===== config.mk =====
export PLATFORM = sky130hd
export DESIGN_NAME = uart_rx_cfg
export DESIGN_NICKNAME = d
export VERILOG_FILES = /design/src/rtl/uart_rx_cfg.sv
export SDC_FILE = /design/constraint.sdc
export NUM_CORES = 1
export LEC_CHECK = 0
export CORE_ASPECT_RATIO = 2
export CORE_MARGIN = 5
export CORE_UTILIZATION = 35
export CTS_CLUSTER_DIAMETER = 40
export DETAILED_ROUTE_END_ITERATION = 7
export PLACE_DENSITY = 0.51
export SYNTH_ARGS = -nofsm -noshare
export SYNTH_HDL_FRONTEND = slang
export SYNTH_SLANG_ARGS = --single-unit

===== constraint.sdc =====
create_clock -name clk -period 2.45 [get_ports clk]
set_clock_uncertainty 0.2 [all_clocks]
set_input_delay 0.49 -clock clk [delete_from_list [all_inputs] [get_ports clk]]
set_output_delay 0.49 -clock clk [all_outputs]
set_load 0.02 [all_outputs]

===== src/rtl/uart_rx_cfg.sv =====
// Configurable UART receiver: 2-flop synchroniser, 3-sample majority voting per bit,
// optional parity, 1 or 2 stop bits, frame-error / break detection with line recovery.
module uart_rx_cfg #(
    parameter int CLK_FREQ  = 100_000_000,
    parameter int BAUD_RATE = 115200,
    parameter int DATA_BITS = 8,
    parameter int PARITY    = 0,
    parameter int STOP_BITS = 1
) (
    input  logic                 clk,
    input  logic                 rst_n,
    input  logic                 rx,
    output logic [DATA_BITS-1:0] data,
    output logic                 data_valid,
    output logic                 parity_err,
    output logic                 frame_err,
    output logic                 break_det,
    output logic                 busy
);
    localparam int CPB = CLK_FREQ / BAUD_RATE;
    localparam int CW  = (CPB > 1) ? $clog2(CPB) : 1;
    localparam int BW  = $clog2(DATA_BITS);
    localparam logic [CW-1:0] CNT_LAST = CW'(CPB - 1);
    localparam logic [CW-1:0] MID_M1   = CW'(CPB / 2 - 1);
    localparam logic [CW-1:0] MID      = CW'(CPB / 2);
    localparam logic [CW-1:0] MID_P1   = CW'(CPB / 2 + 1);
    localparam logic [BW-1:0] BIT_LAST = BW'(DATA_BITS - 1);

    generate
        if (CPB < 8) begin : g_bad_cpb
            $error("uart_rx_cfg: CLK_FREQ/BAUD_RATE must be at least 8");
        end
        if (DATA_BITS < 5 || DATA_BITS > 9) begin : g_bad_bits
            $error("uart_rx_cfg: DATA_BITS must be 5..9");
        end
        if (PARITY < 0 || PARITY > 2) begin : g_bad_par
            $error("uart_rx_cfg: PARITY must be 0, 1 or 2");
        end
        if (STOP_BITS < 1 || STOP_BITS > 2) begin : g_bad_stop
            $error("uart_rx_cfg: STOP_BITS must be 1 or 2");
        end
    endgenerate

    typedef enum logic [2:0] {
        S_IDLE, S_START, S_DATA, S_PARITY, S_STOP, S_RECOVER
    } state_t;

    function automatic logic maj3(input logic a, input logic b, input logic c);
        return (a & b) | (a & c) | (b & c);
    endfunction

    // Odd mode wants XOR(payload, parity bit) = 1, even mode wants 0.
    function automatic logic par_mismatch(input logic [DATA_BITS-1:0] payload, input logic pbit);
        return (^{payload, pbit}) ^ ((PARITY == 1) ? 1'b1 : 1'b0);
    endfunction

    logic                 sync1_q, rxs_q;
    state_t               state_q, state_d;
    logic [CW-1:0]        cnt_q, cnt_d;
    logic [BW-1:0]        bit_idx_q, bit_idx_d;
    logic                 stop_idx_q, stop_idx_d;
    logic [DATA_BITS-1:0] shreg_q, shreg_d;
    logic                 par_bit_q, par_bit_d;
    logic                 par_err_q, par_err_d;
    logic                 v0_q, v0_d, v1_q, v1_d;
    logic [DATA_BITS-1:0] data_q, data_d;
    logic                 data_valid_q, data_valid_d;
    logic                 parity_err_q, parity_err_d;
    logic                 frame_err_q, frame_err_d;
    logic                 break_det_q, break_det_d;
    logic                 busy_q, busy_d;
    logic                 voted_s, decide_s, wrap_s;
    logic [CW-1:0]        cnt_inc_s;

    // Two-flop synchroniser for the asynchronous serial line (idle high).
    always_ff @(posedge clk or negedge rst_n) begin
        if (!rst_n) begin
            sync1_q <= 1'b1;
            rxs_q   <= 1'b1;
        end else begin
            sync1_q <= rx;
            rxs_q   <= sync1_q;
        end
    end

    // Next-state and registered-output logic for the receive FSM.
    always_comb begin
        state_d      = state_q;
        cnt_d        = cnt_q;
        bit_idx_d    = bit_idx_q;
        stop_idx_d   = stop_idx_q;
        shreg_d      = shreg_q;
        par_bit_d    = par_bit_q;
        par_err_d    = par_err_q;
        data_d       = data_q;
        data_valid_d = 1'b0;
        parity_err_d = 1'b0;
        frame_err_d  = 1'b0;
        break_det_d  = 1'b0;
        voted_s      = maj3(v0_q, v1_q, rxs_q);
        decide_s     = (cnt_q == MID_P1);
        wrap_s       = (cnt_q == CNT_LAST);
        cnt_inc_s    = wrap_s ? {CW{1'b0}} : (cnt_q + CW'(1));
        v0_d         = (cnt_q == MID_M1) ? rxs_q : v0_q;
        v1_d         = (cnt_q == MID) ? rxs_q : v1_q;

        case (state_q)
            S_IDLE: begin
                cnt_d = {CW{1'b0}};
                if (!rxs_q) begin
                    state_d = S_START;
                end else begin
                    state_d = S_IDLE;
                end
            end
            S_START: begin
                cnt_d = cnt_inc_s;
                if (decide_s && voted_s) begin
                    state_d = S_IDLE;
                    cnt_d   = {CW{1'b0}};
                end else if (wrap_s) begin
                    state_d   = S_DATA;
                    bit_idx_d = {BW{1'b0}};
                    par_bit_d = 1'b0;
                    par_err_d = 1'b0;
                end else begin
                    state_d = S_START;
                end
            end
            S_DATA: begin
                cnt_d = cnt_inc_s;
                if (decide_s) begin
                    shreg_d = {voted_s, shreg_q[DATA_BITS-1:1]};
                end else if (wrap_s) begin
                    if (bit_idx_q == BIT_LAST) begin
                        state_d    = (PARITY != 0) ? S_PARITY : S_STOP;
                        stop_idx_d = 1'b0;
                    end else begin
                        bit_idx_d = bit_idx_q + BW'(1);
                    end
                end else begin
                    state_d = S_DATA;
                end
            end
            S_PARITY: begin
                cnt_d = cnt_inc_s;
                if (decide_s) begin
                    par_bit_d = voted_s;
                    par_err_d = par_mismatch(shreg_q, voted_s);
                end else if (wrap_s) begin
                    state_d    = S_STOP;
                    stop_idx_d = 1'b0;
                end else begin
                    state_d = S_PARITY;
                end
            end
            S_STOP: begin
                cnt_d = cnt_inc_s;
                if (decide_s) begin
                    if (!voted_s) begin
                        // An all-zero frame (payload, parity, stop) is a break, not a framing error.
                        if ((shreg_q == {DATA_BITS{1'b0}}) && !par_bit_q) begin
                            break_det_d = 1'b1;
                        end else begin
                            frame_err_d = 1'b1;
                        end
                        state_d = S_RECOVER;
                        cnt_d   = {CW{1'b0}};
                    end else if (stop_idx_q == 1'(STOP_BITS - 1)) begin
                        data_d       = shreg_q;
                        data_valid_d = 1'b1;
                        parity_err_d = par_err_q;
                        state_d      = S_IDLE;
                        cnt_d        = {CW{1'b0}};
                    end else begin
                        state_d = S_STOP;
                    end
                end else if (wrap_s) begin
                    stop_idx_d = 1'b1;
                end else begin
                    state_d = S_STOP;
                end
            end
            S_RECOVER: begin
                if (!rxs_q) begin
                    cnt_d = {CW{1'b0}};
                end else if (wrap_s) begin
                    state_d = S_IDLE;
                    cnt_d   = {CW{1'b0}};
                end else begin
                    cnt_d = cnt_q + CW'(1);
                end
            end
            default: begin
                state_d = S_IDLE;
                cnt_d   = {CW{1'b0}};
            end
        endcase
        busy_d = (state_d != S_IDLE);
    end

    // State, datapath and output registers.
    always_ff @(posedge clk or negedge rst_n) begin
        if (!rst_n) begin
            state_q      <= S_IDLE;
            cnt_q        <= {CW{1'b0}};
            bit_idx_q    <= {BW{1'b0}};
            stop_idx_q   <= 1'b0;
            shreg_q      <= {DATA_BITS{1'b0}};
            par_bit_q    <= 1'b0;
            par_err_q    <= 1'b0;
            v0_q         <= 1'b0;
            v1_q         <= 1'b0;
            data_q       <= {DATA_BITS{1'b0}};
            data_valid_q <= 1'b0;
            parity_err_q <= 1'b0;
            frame_err_q  <= 1'b0;
            break_det_q  <= 1'b0;
            busy_q       <= 1'b0;
        end else begin
            state_q      <= state_d;
            cnt_q        <= cnt_d;
            bit_idx_q    <= bit_idx_d;
            stop_idx_q   <= stop_idx_d;
            shreg_q      <= shreg_d;
            par_bit_q    <= par_bit_d;
            par_err_q    <= par_err_d;
            v0_q         <= v0_d;
            v1_q         <= v1_d;
            data_q       <= data_d;
            data_valid_q <= data_valid_d;
            parity_err_q <= parity_err_d;
            frame_err_q  <= frame_err_d;
            break_det_q  <= break_det_d;
            busy_q       <= busy_d;
        end
    end

    assign data       = data_q;
    assign data_valid = data_valid_q;
    assign parity_err = parity_err_q;
    assign frame_err  = frame_err_q;
    assign break_det  = break_det_q;
    assign busy       = busy_q;
endmodule


==> impl_metrics.toml <==
[place]
dp_hpwl_um = 3300
post-place-ws_ns = 0.0955
portBuffers = 15
placed_area_um2 = 2360
gp_congestion = 0.794
dp_cells = 264

[power]
p_int_mw = 1.24
switching_share_pct = 19.2
p_switching_uw = 295
clkPwrFrac_pct = 51.3
comb_power_share_pct = 1.1
power.density_nw_per_um2 = 599
ir_drop_mv = 0.376
seqPwrFrac_pct = 47.6
power_mw = 1.54
power.leakage_nw = 1.15

[routing]
avgViaCountPerCell = 5.24
routed_wl_um = 4370
drcViolationCount = 0
routedWlPerCell_um = 15.9
via_count = 1441
ant_nets = 0
first_pass_iters = 4
drtIter0Drc = 73

[sta]
fmax_ghz = 0.430
worst_pin_slew_ns = 0.555
finalHoldViolations = 0
slew_viol_final = 0
period_minus_slack_ns = 2.32
finalCritPeriodShare_pct = 94.9
fin_ws_ns = 0.125
fin_hold_ws_ns = 0.0769
maxSlewHeadroom_pct = 63.0
finalSetupViolations = 0
fin_tns_setup_ns = 0

[synthesis]
synthArstFlopShare_pct = 100
synth.area.top_cells = "dfrtp_1 (50%), mux2_2 (8.5%), xnor2_1 (5.8%), ha_1 (3.0%), dfstp_2 (2.5%)"
synth_top_area_cell = "dfrtp_1"
ys.flop_type = "dfrtp_1"
synth_fp_nets = 192
seq_area_frac_synth_pct = 52.2
ys_seq_elements = 44
synth_cells = 184
synth_top_area_share_pct = 49.7
syn_avg_cell_area_um2 = 11.5
netlist_top_cells_count = "dfrtp_1 (42), mux2_2 (16), xnor2_1 (14)"
ys_types = 42
ys_warn_count = 0
synth-edff-count = 0
synth_area_um2 = 2110
synth.most_common_cell = "dfrtp_1"

[critical_path]
critPathLaunchType = "flop"
crit_type = "reg -> reg"
r2r_setup_slack_ns = 0.13
required_ns = 2.42
cp-end-kind = "flop"
crit_fanout = 8
cp.arrival_ns = 2.30

[floorplan]
pin_count = 16
die_w_um = 64.9
initial_utilization_pct = 35.5
fp.dieArea_um2 = 7790
rows = 40
die_h_um = 120
coreArea_um2 = 5960

[cts]
path_clk_slew_ns = 0.06
clock_latency_ns = 0.29
postCtsHoldBufs = 0
clock-sinks = 44
cts_buffer_depth = 2
cts_tree = "yes"
root_buffer = "clkbuf_16"
h-tree-depth = 2
cts_buffers = 5

[outcome]
status = "completed"

[layout]
layout.cells.non_filler = 275
post-route-util_pct = 43.1
nNetsFinal = 219
layout-drive-gt1-share_pct = 20.8
fin_area_um2 = 2570
num_antenna_cells = 0
area_growth_pct = 21.6

[job]
drv_cap = 0

[global_route]
grt-ovfl-total = 0
grt_usage_pct = 13.2
grt_max_degree = 45
antenna_found_initial = 0
grt_pass1_vias = 1569
grt_pass1_wl_um = 7760

[min_path]
hp-class = "in -> async"
-- cells in the final DEF, fill, tap and decap left out, drive strengths merged, types with 3 or more instances in the layout --
cell / synthesis / final
buf: 4 / 11
ha: 5 / 5
clkbuf: 1 / 6
clkdlybuf4s50: 0 / 14
inv: 9 / 9
nand3: 7 / 7
nor2: 9 / 9
nor3b: 3 / 3
xnor2: 14 / 14
nor3: 11 / 11
and2: 5 / 5
nand2: 13 / 13
mux2: 18 / 18
dfrtp: 42 / 42
a21oi: 3 / 3
and3: 6 / 6
nor4bb: 3 / 3
o21ai: 6 / 6
-- layer usage --
| metal | vias up | track usage (%) | part of all wire [%] |
|---|---|---|---|
| li1 | 696 | - | - |
| met1 | 709 | 13.5 | 36 |
| met2 | 27 | 23.8 | 58 |
| met3 | 9 | 2.90 | 2.8 |
| met4 | 0 | 7.28 | 2.7 |
| met5 | - | 0 | 0 |
-- sequential cells by signal (all words and copies together), names as in the netlist, 3 cells and up --
name and count:
bit_idx_q 3, cnt_q 10, data 8, shreg_q 8
state_q 3
-- worst max-delay path: stages, from the launching register on --
cell and delay (ns):
dfrtp_1 0.40, ha_1 0.21, and4bb_2 0.29, nor3b_4 0.31, nor4b_4 0.28, buf_6 0.18
mux2_2 0.34
-- area by class of cell --
type,instances,area [um^2]
sequential,44,1100
inverter,9,33.8
clock inverter,2,38.8
fill,580,3390
timing repair buffer,25,224
multi-input combinational,126,951
tap,63,78.8
clock buffer,6,139
-- final timing paths --
kind / from / to / cells past startpoint
setup / recovery: cnt_q[0] / data[3] / 6
hold / removal: rst_n / cnt_q[3] / 2
setup reg to reg: cnt_q[0] / data[3] / 6
hold reg to reg: sync1_q / rxs_q / 0
max in group asynchronous: rst_n / state_q[1] / 2
min in group clk: sync1_q / rxs_q / 0
-- power by group through the flow --
stage	logic (mW)	registers (mW)	clock network [mW]
after floorplan	0.0000742	0.744	0
after global placement	0.0176	0.745	0
after detailed placement	0.0187	0.745	0
after CTS	0.0188	0.732	0.813
after global routing	0.0207	0.731	0.839
final	0.0170	0.732	0.790
-- repair_timing --
item,in CTS,in global routing
buffers inserted,0,3
endpoints found under the setup margin,0,16
gates resized for setup,0,2
-- kinds of logic (layout without fill, tap and decap cells) --
group	after synthesis	after routing	synth area share [%]
AOI/OAI and AO/OA	19	19	6.10
xor gates and xnor gates	16	16	6.63
adders and majority gates	6	6	3.43
buffers and inverters	14	42	2.84
DFF	44	44	52.2
muxes	19	19	10.1
and+or+nand+nor	66	66	18.7
Note: power is estimated with default switching activity, not from simulation.
